$ cat src/rtl/reg_arbiter_if.sv
// Bundle of request, grant and shared-register write signals between N_REQ
// requesters and the arbiter that owns the register.
interface reg_arbiter_if #(
  parameter int N_REQ = 4,
  parameter int n     = 6
);
  logic [N_REQ-1:0]   req;
  logic [N_REQ*n-1:0] data_req;
  logic [N_REQ-1:0]   gnt;
  logic [N_REQ-1:0]   ack;
  logic [n-1:0]       reg_data;
  logic               reg_ce;
  logic [2:0]         owner;
  logic [7:0]         wr_count;

  modport master (
    output req, data_req,
    input  gnt, ack, reg_data, reg_ce, owner, wr_count
  );

  modport slave (
    input  req, data_req,
    output gnt, ack, reg_data, reg_ce, owner, wr_count
  );
endinterface

$ cat src/rtl/reg_arbiter.sv
// Round-robin arbiter serialising N_REQ requesters onto one n-bit register:
// each win runs GRANT -> WRITE (single REG_CE pulse) -> RELEASE until REQ drops.
module reg_arbiter #(
  parameter int N_REQ = 4,
  parameter int n     = 6
) (
  input  logic         clk_i,
  input  logic         rst_i,
  reg_arbiter_if.slave bus
);

  typedef enum logic [1:0] {IDLE, GRANT, WRITE, RELEASE} state_t;

  state_t           state_q, state_d;
  logic [N_REQ-1:0] gnt_q, gnt_d;
  logic [2:0]       ownerIdx_q, ownerIdx_d;
  logic [2:0]       ptr_q, ptr_d;
  logic [2:0]       lastOwner_q, lastOwner_d;
  logic [n-1:0]     hold_q, hold_d;
  logic [7:0]       wrCount_q, wrCount_d;

  logic                 winValid;
  logic [2:0]           winIdx;
  logic [n-1:0]         winData;
  logic [2*N_REQ-1:0]   reqDouble;
  logic [N_REQ-1:0]     reqRot;
  logic [2:0]           winOff;
  logic [3:0]           winSum;
  logic                 ownerReq;
  logic [2:0]           ptrNext;
  logic                 regCe;
  logic [N_REQ-1:0]     ackVec;

  // Rotate REQ so bit 0 is the pointer's requester, then take the lowest set bit.
  always_comb begin
    reqDouble = {bus.req, bus.req} >> ptr_q;
    reqRot    = reqDouble[N_REQ-1:0];
    winValid  = |reqRot;
    winOff    = '0;
    for (int k = N_REQ - 1; k >= 0; k--) begin
      if (reqRot[k]) winOff = 3'(k);
    end
    winSum = {1'b0, ptr_q} + {1'b0, winOff};
    if (winSum >= 4'(N_REQ)) winSum = winSum - 4'(N_REQ);
    winIdx  = winSum[2:0];
    winData = '0;
    for (int k = 0; k < N_REQ; k++) begin
      if (3'(k) == winIdx) winData = bus.data_req[k*n +: n];
    end
  end

  assign ownerReq = |(bus.req & gnt_q);
  assign ptrNext  = (ownerIdx_q == 3'(N_REQ - 1)) ? 3'd0 : ownerIdx_q + 3'd1;

  always_ff @(posedge clk_i or posedge rst_i) begin
    if (rst_i) state_q <= IDLE;
    else       state_q <= state_d;
  end

  always_comb begin
    state_d = state_q;
    case (state_q)
      IDLE:    if (winValid) state_d = GRANT;
      GRANT:   state_d = WRITE;
      WRITE:   state_d = RELEASE;
      RELEASE: if (!ownerReq) state_d = IDLE;
      default: state_d = IDLE;
    endcase
  end

  always_comb begin
    gnt_d       = gnt_q;
    ownerIdx_d  = ownerIdx_q;
    ptr_d       = ptr_q;
    lastOwner_d = lastOwner_q;
    hold_d      = hold_q;
    wrCount_d   = wrCount_q;
    regCe       = 1'b0;
    ackVec      = '0;
    case (state_q)
      IDLE: begin
        if (winValid) begin
          gnt_d      = N_REQ'(1) << winIdx;
          ownerIdx_d = winIdx;
          hold_d     = winData;
        end
      end
      WRITE: begin
        regCe       = 1'b1;
        ackVec      = gnt_q;
        lastOwner_d = ownerIdx_q;
        wrCount_d   = wrCount_q + 8'd1;
        ptr_d       = ptrNext;
      end
      RELEASE: begin
        if (!ownerReq) gnt_d = '0;
      end
      default: ;
    endcase
  end

  always_ff @(posedge clk_i or posedge rst_i) begin
    if (rst_i) begin
      gnt_q       <= '0;
      ownerIdx_q  <= '0;
      ptr_q       <= '0;
      lastOwner_q <= '0;
      hold_q      <= '0;
      wrCount_q   <= '0;
    end else begin
      gnt_q       <= gnt_d;
      ownerIdx_q  <= ownerIdx_d;
      ptr_q       <= ptr_d;
      lastOwner_q <= lastOwner_d;
      hold_q      <= hold_d;
      wrCount_q   <= wrCount_d;
    end
  end

  assign bus.gnt      = gnt_q;
  assign bus.ack      = ackVec;
  assign bus.reg_ce   = regCe;
  assign bus.reg_data = hold_q;
  assign bus.owner    = lastOwner_q;
  assign bus.wr_count = wrCount_q;

endmodule

$ cat src/flat_wrapper.sv
// flat-port wrapper written by rule: the top's interface ports become plain ports
module reg_arbiter_flat 
#(
  parameter int N_REQ = 4,
  parameter int n     = 6
)
  (clk_i, rst_i, bus_req, bus_data_req, bus_gnt, bus_ack, bus_reg_data, bus_reg_ce, bus_owner, bus_wr_count);
  reg_arbiter_if #(.N_REQ(N_REQ), .n(n)) bus_i ();
  input  logic clk_i;
  input  logic rst_i;
  input wire logic [$bits(bus_i.req)-1:0] bus_req;
  input wire logic [$bits(bus_i.data_req)-1:0] bus_data_req;
  output wire logic [$bits(bus_i.gnt)-1:0] bus_gnt;
  output wire logic [$bits(bus_i.ack)-1:0] bus_ack;
  output wire logic [$bits(bus_i.reg_data)-1:0] bus_reg_data;
  output wire logic [$bits(bus_i.reg_ce)-1:0] bus_reg_ce;
  output wire logic [$bits(bus_i.owner)-1:0] bus_owner;
  output wire logic [$bits(bus_i.wr_count)-1:0] bus_wr_count;
  assign bus_i.req = bus_req;
  assign bus_i.data_req = bus_data_req;
  assign bus_gnt = bus_i.gnt;
  assign bus_ack = bus_i.ack;
  assign bus_reg_data = bus_i.reg_data;
  assign bus_reg_ce = bus_i.reg_ce;
  assign bus_owner = bus_i.owner;
  assign bus_wr_count = bus_i.wr_count;
  reg_arbiter #(.N_REQ(N_REQ), .n(n)) u_core (.clk_i(clk_i), .rst_i(rst_i), .bus(bus_i));
endmodule
$ cat config.mk
export PLATFORM = sky130hd
export DESIGN_NAME = reg_arbiter_flat
export DESIGN_NICKNAME = d
export VERILOG_FILES = /design/src/rtl/reg_arbiter_if.sv /design/src/rtl/reg_arbiter.sv /design/src/flat_wrapper.sv
export SDC_FILE = /design/constraint.sdc
export NUM_CORES = 1
export LEC_CHECK = 0
export CORE_MARGIN = 2
export CORE_UTILIZATION = 49
export CTS_CLUSTER_DIAMETER = 40
export CTS_CLUSTER_SIZE = 25
export DETAILED_ROUTE_END_ITERATION = 16
export MAX_ROUTING_LAYER = met4
export PLACE_DENSITY = 0.85
export SLEW_MARGIN = 20
export SYNTH_ARGS = -nofsm -noshare
export SYNTH_HDL_FRONTEND = slang
export SYNTH_SLANG_ARGS = --single-unit
$ cat constraint.sdc
create_clock -name clk_i -period 6.14 [get_ports clk_i]
set_clock_uncertainty 0.2 [all_clocks]
set_input_delay 0.921 -clock clk_i [delete_from_list [all_inputs] [get_ports clk_i]]
set_output_delay 0.921 -clock clk_i [all_outputs]
set_load 0.03 [all_outputs]
==> flow_summary.toml <==
[run_status]
status = "completed"

[routing]
totalWireLength_mm = 3.69
wl_met2_mm = 1.90
via_per_inst = 5.54
drc = 0
drt-initial-drc-count = 33
postRouteAntennaNets = 0
vias = 1351
highest_layer = "met4"
wl_per_cell_um = 15.1
first_pass_iters = 4
met1Wirelength_mm = 1.55
met3_length_um = 206

[critical_path]
cpPeakStageDelay_ns = 0.82
cp_max_fo = 11
critPathKind = "input pin to flop"
worst-path-buf-inv = 1
cp.arrival_ns = 4.02
crit_slowest_cell = "fa_1"
reg2reg_setup_slack_ns = 2.82
cp-endpoint = "u_core.bus.reg_data[1]$_DFFE_PP0P_"
r2r_end = "u_core.bus.reg_data[1]$_DFFE_PP0P_"
crit_family = "adder cells"
crit_chain = "clkdlybuf4s50_1, and2_2, or3_1, o31a_1, fa_1, mux4_2, nor2b_1, mux2_4"
crit_start = "bus_req[2]"
cp.depth = 8
r2r_cells = 7
required_ns = 6.15
startpoint_type = "input pin"
end_kind = "flop"
timing.rr.start = "u_core.ptr_q[0]$_DFFE_PP0P_"

[layout]
diodes = 0
final_cell_mix = "55 x clkdlybuf4s50_1, 29 x dfrtp_1, 9 x inv_1"
layout_commonest_cell = "clkdlybuf4s50_1"
syn2layout_area_growth_pct = 36.7
fin_area_mm2 = 0.00234
nets = 235
finish.utilization_pct = 70.0
drive_gt1_share_pct = 17.2

[place]
place_ws_ns = 1.70
port_buffers = 55
dp_hpwl_mm = 2.86
place_congestion = 0.746
placed_area_mm2 = 0.00228

[synthesis]
syn_avg_cell_area_um2 = 12.1
synth.area.top_cells = "dfrtp_1 42%, mux4_2 7.9%, ha_1 5.1%, mux2_2 4.6%, mux2_4 4.4%"
yosysTopAreaCellShare_pct = 42.5
synth_ff_type = "dfrtp_1"
synth_edf_count = 0
yosys_warnings = 0
syn_nets = 179
synthArstFlopShare_pct = 100
synth_cell_types = 41
ys_ff_latch = 29
seq_area_frac_synth_pct = 42.5
synth_area_mm2 = 0.00171
synth_cells = 141
yosysTopAreaCell = "dfrtp_1"

[clocking]
cts_buffer_depth = 2
cts_buffers = 5
htreeDepth = 2
hold_buffers = 0
clk_pin_slew_worst_paths_ns = 0.10
cts.sinks = 29
root_buffer = "clkbuf_4"
post_cts_resized = 0
cts_setup_buffers = 0
cts_tree = "yes"
clk_latency_ns = 0.34

[pwr]
p_leak_uw = 0.000974
peakVddDrop_mv = 0.278
power_uw = 1250
p_per_area_mw_per_mm2 = 535

[timing]
worst_slack_ns = 2.14
finalSetupViolCount = 0
period_share_pct = 65.2
rsz0062_at_grt = "false"
clock.fmax_mhz = 250
fin_crit_ns = 4.00
finalMaxSlewViolations = 0
hold_viol = 0
relSlewSlack_pct = 52.8
tns_ns = 0
worst_pin_slew_ns = 0.708

[run]
cap_violations = 0

[global_route]
grt_max_degree = 30
grt_pass1_vias = 1421
grt_remaining_overflow = 0
antenna_found_initial = 0
grt_pass1_wl_mm = 6.39
track_usage_pct = 21.1

[floorplan]
ios = 56
num_rows = 21
core-area_mm2 = 0.00334
die-area_mm2 = 0.00398
start_util_pct = 51.2
die_w_um = 63.1
die_h_um = 63.1

[worst_hold_path]
worstHoldPathType = "flop to flop"
per-layer routing:
metal	GRT usage (%)	up-vias
met5	-	-
met1	25.6	667
met2	34.2	46
li1	-	632
met3	6.07	6
met4	6.39	0
where the power goes:
part	internal, uW	switching, uW	leakage, uW	total, uW
logic	412	389	0.000579	801
clock network	43.1	68.9	0.0000310	112
registers	268	68.6	0.000365	336
total	723	527	0.000974	1250
logic make-up after synthesis:
kind of cell    count (synthesis)  synth area share [%]
fa+ha+maj                       8                  6.30
simple gates                   36                  12.5
compound gates                 25                  12.4
mux                            20                  18.1
flops                          29                  42.5
xor+xnor                        7                  3.59
buf+inv                        16                  4.61
cells in the mapped netlist (2+ instances only):
cell	instances
dfrtp_1	29
nand4_1	3
mux4_2	6
mux2_2	7
ha_1	7
xor2_1	3
o22ai_1	3
mux2_4	5
nor2b_1	8
inv_1	10
and2_1	4
clkbuf_1	3
xnor2_1	4
mux2i_1	2
a21oi_1	3
nand2_1	6
nor2_1	6
a22oi_1	3
o2bb2ai_1	5
buf_2	2
o21ai_0	2
worst reg2reg max path: stages (launching register included):
cell and delay [ns]:
dfrtp_1 0.47, and2_2 0.24, or3_1 0.36, o31a_1 0.32, fa_1 0.82, mux4_2 0.36
nor2b_1 0.14, mux2_4 0.29
through the flow:
| step | std cells | hold WS [ns] |
|---|---|---|
| 3_5_place_dp | 236 | 0.266 |
| 5_1_grt | 244 | 0.304 |
| 3_3_place_gp | 236 | 0.261 |
| 2_1_floorplan | 141 | 0.293 |
| 4_1_cts | 244 | 0.280 |
| 6_report | 244 | 0.272 |
registers in the layout, indices dropped and copies added (netlist names):
register,cells
u_core.bus.gnt,4
u_core.bus.owner,3
u_core.bus.reg_data,6
u_core.bus.wr_count,8
u_core.ownerIdx_q,3
u_core.ptr_q,3
u_core.state_q,2
layout make-up:
cell class / instances / area [um^2]
sequential: 29 / 726
timing repair buffer: 55 / 551
fill: 265 / 1000
clock inverter: 3 / 17.5
clock buffer: 5 / 37.5
tap: 46 / 57.6
multi-input combinational: 96 / 910
inverter: 10 / 37.5
how the worst min path moves through the flow:
stage	startpoint	end	slack [ns]	cells after the start
after floorplan	u_core.ownerIdx_q[2]$_DFFE_PP0P_	u_core.bus.owner[2]$_DFFE_PP0P_	0.29	2
after global placement	u_core.bus.wr_count[7]$_DFFE_PP0P_	u_core.bus.wr_count[7]$_DFFE_PP0P_	0.26	1
after detailed placement	u_core.bus.wr_count[7]$_DFFE_PP0P_	u_core.bus.wr_count[7]$_DFFE_PP0P_	0.27	1
after CTS	u_core.bus.wr_count[7]$_DFFE_PP0P_	u_core.bus.wr_count[7]$_DFFE_PP0P_	0.28	1
after global routing	u_core.bus.wr_count[7]$_DFFE_PP0P_	u_core.bus.wr_count[7]$_DFFE_PP0P_	0.30	1
final	u_core.bus.wr_count[7]$_DFFE_PP0P_	u_core.bus.wr_count[7]$_DFFE_PP0P_	0.27	1
(Power assumes the default switching activity.)
